## src/rtl/fetch_pc_unit.sv

```systemverilog
// Fetch-stage PC generator: issues one imem request at a time, buffers the returned
// instruction toward decode and squashes wrong-path fetches on an execute redirect.
module fetch_pc_unit #(
    parameter logic [31:0] RESET_PC = 32'h0000_0000
) (
    input  logic        clk,
    input  logic        rst_n,
    input  logic        br_taken,
    input  logic [31:0] new_pc,
    output logic        imem_req,
    output logic [31:0] imem_addr,
    input  logic        imem_gnt,
    input  logic        imem_rvalid,
    input  logic [31:0] imem_rdata,
    output logic        if_valid,
    input  logic        if_ready,
    output logic [31:0] if_pc,
    output logic [31:0] if_pc_plus4,
    output logic [31:0] if_instr,
    output logic        flush,
    output logic        misaligned
);

    typedef enum logic [2:0] {
        StIdle,
        StReq,
        StWait,
        StHold,
        StKill,
        StHalt
    } state_t;

    state_t      state_q;
    logic [31:0] pc_q;
    logic [31:0] fetch_pc_q;
    logic [31:0] fetch_pc_plus4_q;
    logic [31:0] instr_buf_q;
    logic        misaligned_q;

    always_ff @(posedge clk or negedge rst_n) begin
        if (!rst_n) begin
            state_q          <= StIdle;
            pc_q             <= RESET_PC;
            fetch_pc_q       <= 32'h0;
            fetch_pc_plus4_q <= 32'h0;
            instr_buf_q      <= 32'h0;
            misaligned_q     <= 1'b0;
        end else if (br_taken && (state_q != StHalt)) begin
            // A redirect overrides every other event; a misaligned target freezes the unit.
            if (new_pc[1:0] != 2'b00) begin
                misaligned_q <= 1'b1;
                state_q      <= StHalt;
            end else begin
                pc_q <= new_pc;
                unique case (state_q)
                    StIdle, StHold: state_q <= StReq;
                    StReq:          state_q <= imem_gnt ? StKill : StReq;
                    StWait, StKill: state_q <= imem_rvalid ? StReq : StKill;
                    default:        state_q <= state_q;
                endcase
            end
        end else begin
            unique case (state_q)
                StIdle: state_q <= StReq;
                StReq: begin
                    if (imem_gnt) begin
                        fetch_pc_q       <= pc_q;
                        // Kept as a register so the output is 0 out of reset, not 4.
                        fetch_pc_plus4_q <= pc_q + 32'd4;
                        pc_q             <= pc_q + 32'd4;
                        state_q          <= StWait;
                    end
                end
                StWait: begin
                    if (imem_rvalid) begin
                        instr_buf_q <= imem_rdata;
                        state_q     <= StHold;
                    end
                end
                StHold: begin
                    if (if_ready) begin
                        state_q <= StReq;
                    end
                end
                StKill: begin
                    if (imem_rvalid) begin
                        state_q <= StReq;
                    end
                end
                StHalt:  state_q <= StHalt;
                default: state_q <= state_q;
            endcase
        end
    end

    always_comb begin
        imem_req    = (state_q == StReq);
        imem_addr   = (state_q == StReq) ? pc_q : 32'h0;
        if_valid    = (state_q == StHold);
        if_pc       = fetch_pc_q;
        if_pc_plus4 = fetch_pc_plus4_q;
        if_instr    = instr_buf_q;
        flush       = br_taken && (state_q != StHalt);
        misaligned  = misaligned_q;
    end

endmodule
```

## config.mk

```make
export PLATFORM = sky130hd
export DESIGN_NAME = fetch_pc_unit
export DESIGN_NICKNAME = d
export VERILOG_FILES = /design/src/rtl/fetch_pc_unit.sv
export SDC_FILE = /design/constraint.sdc
export NUM_CORES = 1
export LEC_CHECK = 0
export ABC_AREA = 1
export BUFFER_PORTS_ARGS = -buffer_cell sky130_fd_sc_hd__buf_2
export CAP_MARGIN = 20
export CORE_MARGIN = 8
export CORE_UTILIZATION = 30
export DETAILED_ROUTE_END_ITERATION = 7
export SKIP_LAST_GASP = 1
export SLEW_MARGIN = 20
export SYNTH_ARGS = -nofsm -noshare
export SYNTH_HDL_FRONTEND = slang
export SYNTH_SLANG_ARGS = --single-unit
export TNS_END_PERCENT = 100
```

## constraint.sdc

```tcl
create_clock -name clk -period 1.85 [get_ports clk]
set_input_delay 0.0925 -clock clk [delete_from_list [all_inputs] [get_ports clk]]
set_output_delay 0.0925 -clock clk [all_outputs]
set_load 0.01 [all_outputs]
```

==> qor.yml <==
status:
  outcome: "complete, no violations"
synthesis:
  yosysWarnings: 0
  synth_nets: 862
  synth_area_sq_um: 6280
  syn_area_per_cell_sq_um: 7.95
  yosysSeqAreaShare: 0.518
  synth_cells: 791
  ys_seq_elements: 130
  synth_cell_type_count: 28
power_and_ir_drop:
  vdd_ir_drop_max_mv: 0.490
  p_per_area_nw_per_um2: 1560
  power_switching_mw: 5.27
  cellLeakagePower_nw: 4.70
  intPower_mw: 8.54
  power.total_mw: 13.8
  swShare: 0.382
  clock_power_share: 0.277
  p_comb_frac: 0.376
  p_seq_frac: 0.347
sta:
  fin_skew_ns: 0.00709
  slew_headroom: 0.646
  finalHoldViolCount: 0
  period_share: 0.949
  setup_violations: 0
  fin_crit_ns: 1.76
  holdWs_ns: 0.0148
  slew_viol_final: 0
  rsz0062_at_grt: "true"
  fmax_ghz: 0.569
  worst_slew_pin_slew_ns: 0.532
hold_path:
  min_path_type: "in2reg"
place:
  gp_congestion: 0.820
  dp_cells: 1254
  hpwl_mm: 16.1
  numPortBuffers: 201
routing:
  drcViolationCount: 0
  routed_wl_mm: 21.3
  wire_per_inst_um: 16.0
  dr.first_iter.drc_count: 296
  antenna_left: 0
  drt_pass1_iterations: 5
  vias: 5960
  vias_per_cell: 4.47
grt:
  grt_use_total: 0.166
  grt_antenna_before_repair: 0
  grt_max_degree: 51
  grt_pass1_vias: 6133
  grt_first_pass_wirelength_mm: 33.9
  grt_overflow: 0
setup_path:
  endpoint_kind: "output port"
  arrival_ns: 1.66
  required_ns: 1.76
  crit_path_start: "state_q[2]"
  critPathLaunchType: "flop"
  crit_type: "reg2out"
  endpoint: "imem_addr[21]"
  reg2reg_to: "if_instr[16]"
  reg2reg_setup_slack_ns: 0.15
  critPathMaxFanout: 21
  ff2ff_path_depth: 7
  rr_startpoint: "state_q[0]"
clock_network:
  cts_buffers: 17
  htree_levels: 4
  clock-sinks: 130
  cts_root_buffer: "clkbuf_16"
  cts_tree: "done"
  clockBufferDepth: 2
  clkTransAtPathRegs_ns: 0.06
  insertion_delay_ns: 0.42
die:
  dieArea_sq_um: 25800
  ios: 202
  num_rows: 53
  die_w_um: 161
  core_area_sq_um: 20800
  start_util: 0.302
  die_y_um: 161
cells_and_area:
  final_core_util: 0.424
  n_antenna_cell: 0
  layout-drive-gt1-share: 0.290
  finalNetCount: 1116
  syn2layout_area_growth_pct: 40.6
  ff_latch_area_sq_um: 3250
  nFillCells: 2106
  final_cells: 1333
  multiInputGateArea_sq_um: 2680
job:
  cap_viol_max_count: 0
==> cell usage in the layout, fill, tap and decap left out, types with 2 or more instances in the layout <==
cell           synthesis  routed
nand2_1              283     282
dlygate4sd3_1          0      45
bufinv_16              0       6
clkinv_2               0       3
nor2_2                 2       9
nand3_1               41      41
xor2_1                 7       7
a31oi_1                3       3
clkinvlp_4             0       3
o21ai_1                9       9
o211ai_1               4       4
buf_4                  3      19
buf_6                  3       2
clkinv_4               0       2
clkbuf_16              0      17
nand2_2                3       4
buf_12                 0       3
buf_2                 17     200
nor2_1               121     113
mux2_2                31      31
o21ai_0               55      55
o21a_1                 5       5
inv_1                 51      51
dfrtp_1              130     130
inv_2                  3       2
==> final cells by class <==
cell class / instances / share of cell area
clock buffers: 18 / 0.0497
well taps: 275 / 0.0389
repair buffers: 269 / 0.190
clock inverters: 14 / 0.0266
multi-input cells: 573 / 0.304
inverters: 54 / 0.0232
flip-flops and latches: 130 / 0.368
==> synth_stat cells <==
library cell / n / area (sq um)
a31oi_1: 3 / 18.8
a21boi_0: 1 / 7.51
nand3_2: 1 / 10.0
dfrtp_1: 130 / 3250
mux2_2: 31 / 349
mux2_1: 1 / 11.3
inv_2: 3 / 11.3
xor2_1: 7 / 61.3
buf_4: 3 / 22.5
o21a_1: 5 / 37.5
o211ai_1: 4 / 30.0
nor2_2: 2 / 12.5
nor2_1: 121 / 454
nand2_4: 1 / 11.3
o21ai_1: 9 / 45.0
nand2_1: 283 / 1060
buf_2: 17 / 85.1
nand3_1: 41 / 205
clkbuf_1: 11 / 41.3
inv_1: 51 / 191
nand2_2: 3 / 18.8
o21bai_1: 1 / 7.51
nor3_1: 1 / 5.00
o21ai_0: 55 / 275
and2_1: 1 / 6.26
buf_6: 3 / 33.8
a21oi_1: 1 / 5.00
ha_1: 1 / 12.5
==> worst max-delay path, stage by stage, from the launching register on <==
cell and delay (ns):
dfrtp_1 0.38, buf_4 0.15, inv_1 0.08, nand3_1 0.12, buf_6 0.19, nor2_1 0.16
buf_2 0.16
==> metal layers <==
metal,share of wire,global-route usage,vias up
li1,-,-,2997
met1,0.45,0.206,2746
met2,0.46,0.265,198
met3,0.081,0.0599,19
met4,0.015,0.0513,0
met5,0,0,-
==> kinds of logic after synthesis <==
family,synth area share
xor+xnor,0.00976
simple gates,0.284
fa+ha+maj,0.00199
buf+inv,0.0613
mux,0.0573
compound gates,0.0679
flops,0.518
==> state kept, by name, indices dropped and copies added (netlist names) <==
name,cells
if_pc_plus4,30
state_q,3
if_instr,32
pc_q,32
misaligned,1
if_pc,32
==> per-stage QoR <==
step | TNS (ns) | worst slack [ns] | cell area, sq um
floorplan | 0 | 0.383 | 6280
global placement | 0 | 0.101 | 7660
global route | -0.0398 | -0.0239 | 8840
finish | 0 | 0.0934 | 8840
CTS | 0 | 0.0409 | 8790
detailed placement | 0 | 0.0712 | 7660
==> how the worst min path moves through the flow <==
| stage | startpoint | to | cells past startpoint |
|---|---|---|---|
| after detailed placement | rst_n | if_instr[11] | 1 |
| final | new_pc[29] | pc_q[29] | 5 |
| after global placement | rst_n | if_instr[12] | 1 |
| after global routing | new_pc[2] | pc_q[2] | 5 |
| after CTS | new_pc[2] | pc_q[2] | 5 |
| after floorplan | rst_n | if_instr[0] | 0 |
==> repair_timing <==
item                                    4_1_cts  5_1_grt
resized for setup                             0       14
endpoints found under the hold margin        90        0
hold buffers                                 45        0
endpoints found under the setup margin        0       28
setup buffers                                 0        2
==> power by group through the flow <==
stage	clock network [mW]	logic [mW]	registers [mW]
after detailed placement	0	5.12	4.82
after global placement	0	5.07	4.78
after CTS	3.93	5.22	4.78
after floorplan	0	2.61	5.06
after global routing	4.06	5.88	4.93
final	3.83	5.20	4.79
Power figures use the tool's default switching activity.
